===== src/rtl/arbiter_defs.sv =====
// Shared definitions for the 4-way round-robin arbiter: state encodings,
// requester geometry and the default grant hold limit.
package arbiter_defs;

    localparam int unsigned NUM_REQ          = 4;
    localparam int unsigned IDX_W            = 2;
    localparam int unsigned MAX_HOLD_DEFAULT = 8;

    typedef enum logic {
        IDLE  = 1'b0,
        GRANT = 1'b1
    } state_e;

endpackage


===== src/rtl/rr_priority_picker.sv =====
// Rotating-priority winner select: first asserted request scanning
// ptr+1, ptr+2, ptr+3, ptr (mod 4). Purely combinational.
module rr_priority_picker
    import arbiter_defs::*;
(
    input  logic [NUM_REQ-1:0] req,
    input  logic [IDX_W-1:0]   ptr,
    output logic [IDX_W-1:0]   winner,
    output logic               any_req
);

    logic [IDX_W-1:0] idx;

    always_comb begin
        winner  = ptr;
        any_req = 1'b0;
        idx     = '0;
        for (int unsigned i = 1; i <= NUM_REQ; i++) begin
            idx = ptr + IDX_W'(i);
            if (!any_req && req[idx]) begin
                winner  = idx;
                any_req = 1'b1;
            end
        end
    end

endmodule


===== src/rtl/round_robin_arbiter.sv =====
// Round-robin arbiter for four requesters driving a 2-to-4 decoder, with
// break-before-make between grants and a forced release after MAX_HOLD cycles.
module round_robin_arbiter
    import arbiter_defs::*;
#(
    parameter int unsigned MAX_HOLD = MAX_HOLD_DEFAULT
) (
    input  logic               clk,
    input  logic               reset,
    input  logic [NUM_REQ-1:0] req,
    input  logic               done,
    output logic               addr0,
    output logic               addr1,
    output logic               enable,
    output logic               timeout
);

    localparam int unsigned HOLD_W = $clog2(MAX_HOLD + 1);

    state_e           state_q, state_d;
    logic [IDX_W-1:0] ptr_q, ptr_d;
    logic [IDX_W-1:0] addr_q, addr_d;
    logic [HOLD_W-1:0] hold_q, hold_d;
    logic             enable_q, enable_d;
    logic             timeout_q, timeout_d;

    logic [IDX_W-1:0]  winner;
    logic              any_req;
    logic [HOLD_W-1:0] hold_inc;
    logic              hold_hit;
    logic              owner_req;

    rr_priority_picker u_picker (
        .req     (req),
        .ptr     (ptr_q),
        .winner  (winner),
        .any_req (any_req)
    );

    assign addr0   = addr_q[0];
    assign addr1   = addr_q[1];
    assign enable  = enable_q;
    assign timeout = timeout_q;

    // ptr resets to 3 so that index 0 is scanned first after reset
    always_ff @(posedge clk or posedge reset) begin
        if (reset) begin
            state_q   <= IDLE;
            ptr_q     <= IDX_W'(NUM_REQ - 1);
            addr_q    <= '0;
            hold_q    <= '0;
            enable_q  <= 1'b0;
            timeout_q <= 1'b0;
        end else begin
            state_q   <= state_d;
            ptr_q     <= ptr_d;
            addr_q    <= addr_d;
            hold_q    <= hold_d;
            enable_q  <= enable_d;
            timeout_q <= timeout_d;
        end
    end

    // timeout flags only a release where the hold limit was the sole cause
    always_comb begin
        state_d   = state_q;
        ptr_d     = ptr_q;
        addr_d    = addr_q;
        hold_d    = hold_q;
        enable_d  = 1'b0;
        timeout_d = 1'b0;
        hold_inc  = hold_q + HOLD_W'(1);
        hold_hit  = (hold_inc == HOLD_W'(MAX_HOLD));
        owner_req = req[addr_q];

        case (state_q)
            IDLE: begin
                if (any_req) begin
                    state_d  = GRANT;
                    ptr_d    = winner;
                    addr_d   = winner;
                    hold_d   = '0;
                    enable_d = 1'b1;
                end
            end
            GRANT: begin
                hold_d = hold_inc;
                if (done || !owner_req || hold_hit) begin
                    state_d   = IDLE;
                    timeout_d = hold_hit && !done && owner_req;
                end else begin
                    enable_d = 1'b1;
                end
            end
            default: begin
                state_d = IDLE;
            end
        endcase
    end

endmodule


===== config.mk =====
export PLATFORM = sky130hd
export DESIGN_NAME = round_robin_arbiter
export DESIGN_NICKNAME = d
export VERILOG_FILES = /design/src/rtl/arbiter_defs.sv /design/src/rtl/rr_priority_picker.sv /design/src/rtl/round_robin_arbiter.sv
export SDC_FILE = /design/constraint.sdc
export NUM_CORES = 1
export LEC_CHECK = 0
export CAP_MARGIN = 40
export CORE_MARGIN = 2
export CORE_UTILIZATION = 40
export DETAILED_ROUTE_END_ITERATION = 16
export DONT_BUFFER_PORTS = 1
export MAX_ROUTING_LAYER = met4
export PLACE_DENSITY_LB_ADDON = 0.1
export SYNTH_ARGS = -nofsm -noshare
export SYNTH_HDL_FRONTEND = slang
export SYNTH_SLANG_ARGS = --single-unit

===== constraint.sdc =====
create_clock -name clk -period 1.4 [get_ports clk]
set_clock_uncertainty 0.05 [all_clocks]
set_input_delay 0.28 -clock clk [delete_from_list [all_inputs] [get_ports clk]]
set_output_delay 0.28 -clock clk [all_outputs]
set_load 0.01 [all_outputs]

==> metrics.md <==
| Metric | Value |
|---|---|
| DP Cell Count | `78` |
| FMAX | `760 MHz` |
| Post-route insts no fill | `between 80 and 90` |
| Combinational Power Share | `0.361` |
| Cell area power density | `1920 nW/um2` |
| IO Port Bufs | `0` |
| Number of global-route vias before repair | `462` |
| Syn Std Cell Area | `603 um2` |
| Post-synthesis compound-gate area fraction | `0.174` |
| Core box area | `between 1000 and 1500 um2` |
| Area Overhead vs Synth | `8.30%` |
| Startpoint Class | `flop` |
| Internal Power | `approximately 0.8 mW` |
| Setup_tns | `0 ns` |
| DIE AREA | `roughly 1800 um2` |
| Post-synth EDFFs | `0` |
| Worst-skew pair later-pin latency | `approximately 0.28 ns` |
| Normalized max-slew margin | `0.743` |
| Arrival @ worst endpoint | `approximately 1.5 ns` |
| I/O pin count | `11` |
| H-tree depth | `1` |
| Simple-gate share of the synthesized area | `0.241` |
| Post-CTS Resized | `0` |
| CP endpoint kind | `flop` |
| Max Cap Viol | `0` |
| GPL Wtd Cong | `0.810` |
| Min Tclk post-route | `about 1.3 ns` |
| Peak VDD IR | `0.965 mV` |
| Initial core utilization | `0.415` |
| Number of CTS-inserted buffers | `3` |
| Worst-margin pin slew | `0.385 ns` |
| Rows | `14` |
| CTS tree | `built` |
| Sequential share of the synthesized area | `0.419` |
| Sw frac | `0.371` |
| Critical path class | `flop to flop` |
| Post-DR vias/cell | `about 5.7` |
| Part of the power in registers | `0.459` |
| Synthesized area per cell | `9.57 um2` |
| Post-route DRC | `0` |
| Clock sinks | `10` |
| Hold Fails Final Rpt | `0` |
| Chip width | `around 43 um` |
| Die Span Y | `42.8 um` |
| Design Power | `1.25 mW` |
| Syn_nets | `71` |
| Setup violations, final | `0` |
| Outcome | `completed` |
| Asr flop ratio synth | `1.00` |
| All-layer global routing usage | `0.171` |
| Min-delay worst type | `input pin to flop` |
| Reg clk slew, reported paths | `0.07 ns` |
| Main combinational cell family by area after synthesis | `simple AND/OR/NAND/NOR gates` |
| Xor/xnor cell area share of the yosys netlist | `0.0290` |
| Max FO, Critical Path | `9` |
| RSZ-0062 raised after global routing | `no` |
| Final period util | `0.940` |
| Router iterations before antenna repair | `4` |
| Synth unique cells | `31` |
| Seq cells post-synth | `10` |
| Pins Over Slew Limit | `0` |
| Clock Root Buffer | `clkbuf_4` |
| Synth warnings | `0` |
| Mapped Cells | `63` |
| Leakage | `between 0.2 and 0.3 nW` |
| Mux contribution to synthesized area | `0.0622` |
| Layout cells sized above 1 | `0.179` |
| Net Sw Power | `~0.46 mW` |
| WP data required | `around 1.6 ns` |
| # diodes | `0` |
| Vias | `475` |
| Min Hold Slack | `0.135 ns` |
| Pin count of the biggest net entering global routing | `11` |
| First-pass GRT wire length | `2100 um` |
| Synth Flop Type | `dfrtp_1` |
| Detailed Route WL | `1150 um` |
| Clock tree buffer depth | `2` |
| Initial antenna violation count | `0` |
| Final net count | `76` |
| Average wire per standard cell | `around 14 um` |
| DP HPWL | `between 800 and 900 um` |
| Final ANT Viol Nets | `0` |
| Synth Area in Adders | `0.0207` |
| Grt ovf | `0` |
| Clock Power Share | `0.179` |
| DRT iter0 DRCs | `5` |
## logic make-up (layout without fill, tap and decap cells)
group	Yosys count	count (layout)
AOI/OAI and AO/OA	15	15
xor gates and xnor gates	2	2
adders and majority gates	1	1
buffers and inverters	6	10
DFF	10	10
muxes	2	2
and+or+nand+nor	27	27
## worst max-delay path: stages (launching register included)
cell and delay (ns):
dfstp_2 0.60, nand2b_1 0.12, a21oi_1 0.06, a311o_1 0.31
o21ai_1 0.11
## flip-flops by register name, indices dropped and copies added, names as in the netlist
register  count
hold_q        4
ptr_q         2
enable        1
addr_q        2
timeout       1
## cells in the mapped netlist (2+ instances only)
master / count / share of area
nand2_1: 9 / 0.056
o221ai_1: 2 / 0.029
dfrtp_1: 8 / 0.33
a22o_1: 2 / 0.029
inv_1: 3 / 0.019
nor2b_1: 2 / 0.021
buf_2: 2 / 0.017
nand3b_1: 2 / 0.025
o21ai_0: 3 / 0.025
nor2_1: 6 / 0.037
a21oi_1: 2 / 0.017
dfstp_2: 2 / 0.087
o21ai_1: 2 / 0.017
## per-stage QoR
step	utilization	worst slack, ns	area [um2]
floorplan	-	0.0795	603
global placement	0.424	0.117	617
detailed placement	0.424	0.103	617
CTS	0.449	0.0874	653
global route	0.449	0.000543	653
finish	0.449	0.0846	653
## layout make-up
cell class / instances / area, um2
fill: 147 / 801
multi-input combinational: 47 / 318
sequential: 10 / 253
clock buffer: 4 / 26.3
timing repair buffer: 3 / 25.0
tap: 16 / 20.0
inverter: 3 / 11.3
## worst paths after layout
| check | from | to | slack, ns | cells after the start |
|---|---|---|---|---|
| max reg2reg | ptr_q[1] | ptr_q[0] | 0.08 | 4 |
| min in group asynchronous | reset | timeout | 0.37 | 2 |
| min | req[0] | addr_q[0] | 0.14 | 3 |
| max in group asynchronous | reset | ptr_q[1] | 0.62 | 2 |
| min reg2reg | hold_q[2] | hold_q[2] | 0.46 | 1 |
| max | ptr_q[1] | ptr_q[0] | 0.08 | 4 |
## power by group through the flow
stage	combinational, mW	clock (mW)	sequential [mW]
after global routing	0.519	0.251	0.606
after detailed placement	0.454	0	0.583
after global placement	0.450	0	0.581
after floorplan	0.400	0	0.526
final	0.453	0.224	0.575
after CTS	0.461	0.235	0.577
## metal layers
metal	wire length [um]	global-route usage	vias up
met3	64	0.0809	5
met4	38	0.131	0
met2	493	0.230	11
met1	553	0.193	226
li1	-	-	233
met5	0	-	-
## cells in the final DEF (no fill, tap or decap), drive strengths merged
cell	instances
xor2	1
mux4	1
mux2	1
dfrtp	8
o21ai	5
a21oi	2
nand2b	1
nor2b	2
nor4	1
a31oi	1
nor3b	1
or2b	1
xnor2	1
nor3	1
inv	3
o221ai	2
nand2	9
a22o	2
ha	1
dlygate4sd3	1
nand3	1
clkbuf	4
o31ai	1
dfstp	2
or2	1
a311o	1
nor2	6
and2b	1
nand3b	2
o22ai	1
buf	2
## repair_timing
item	CTS	global route
endpoints found under the hold margin	8	0
buffers inserted	0	0
hold buffers	1	0
(Power assumes the default switching activity.)
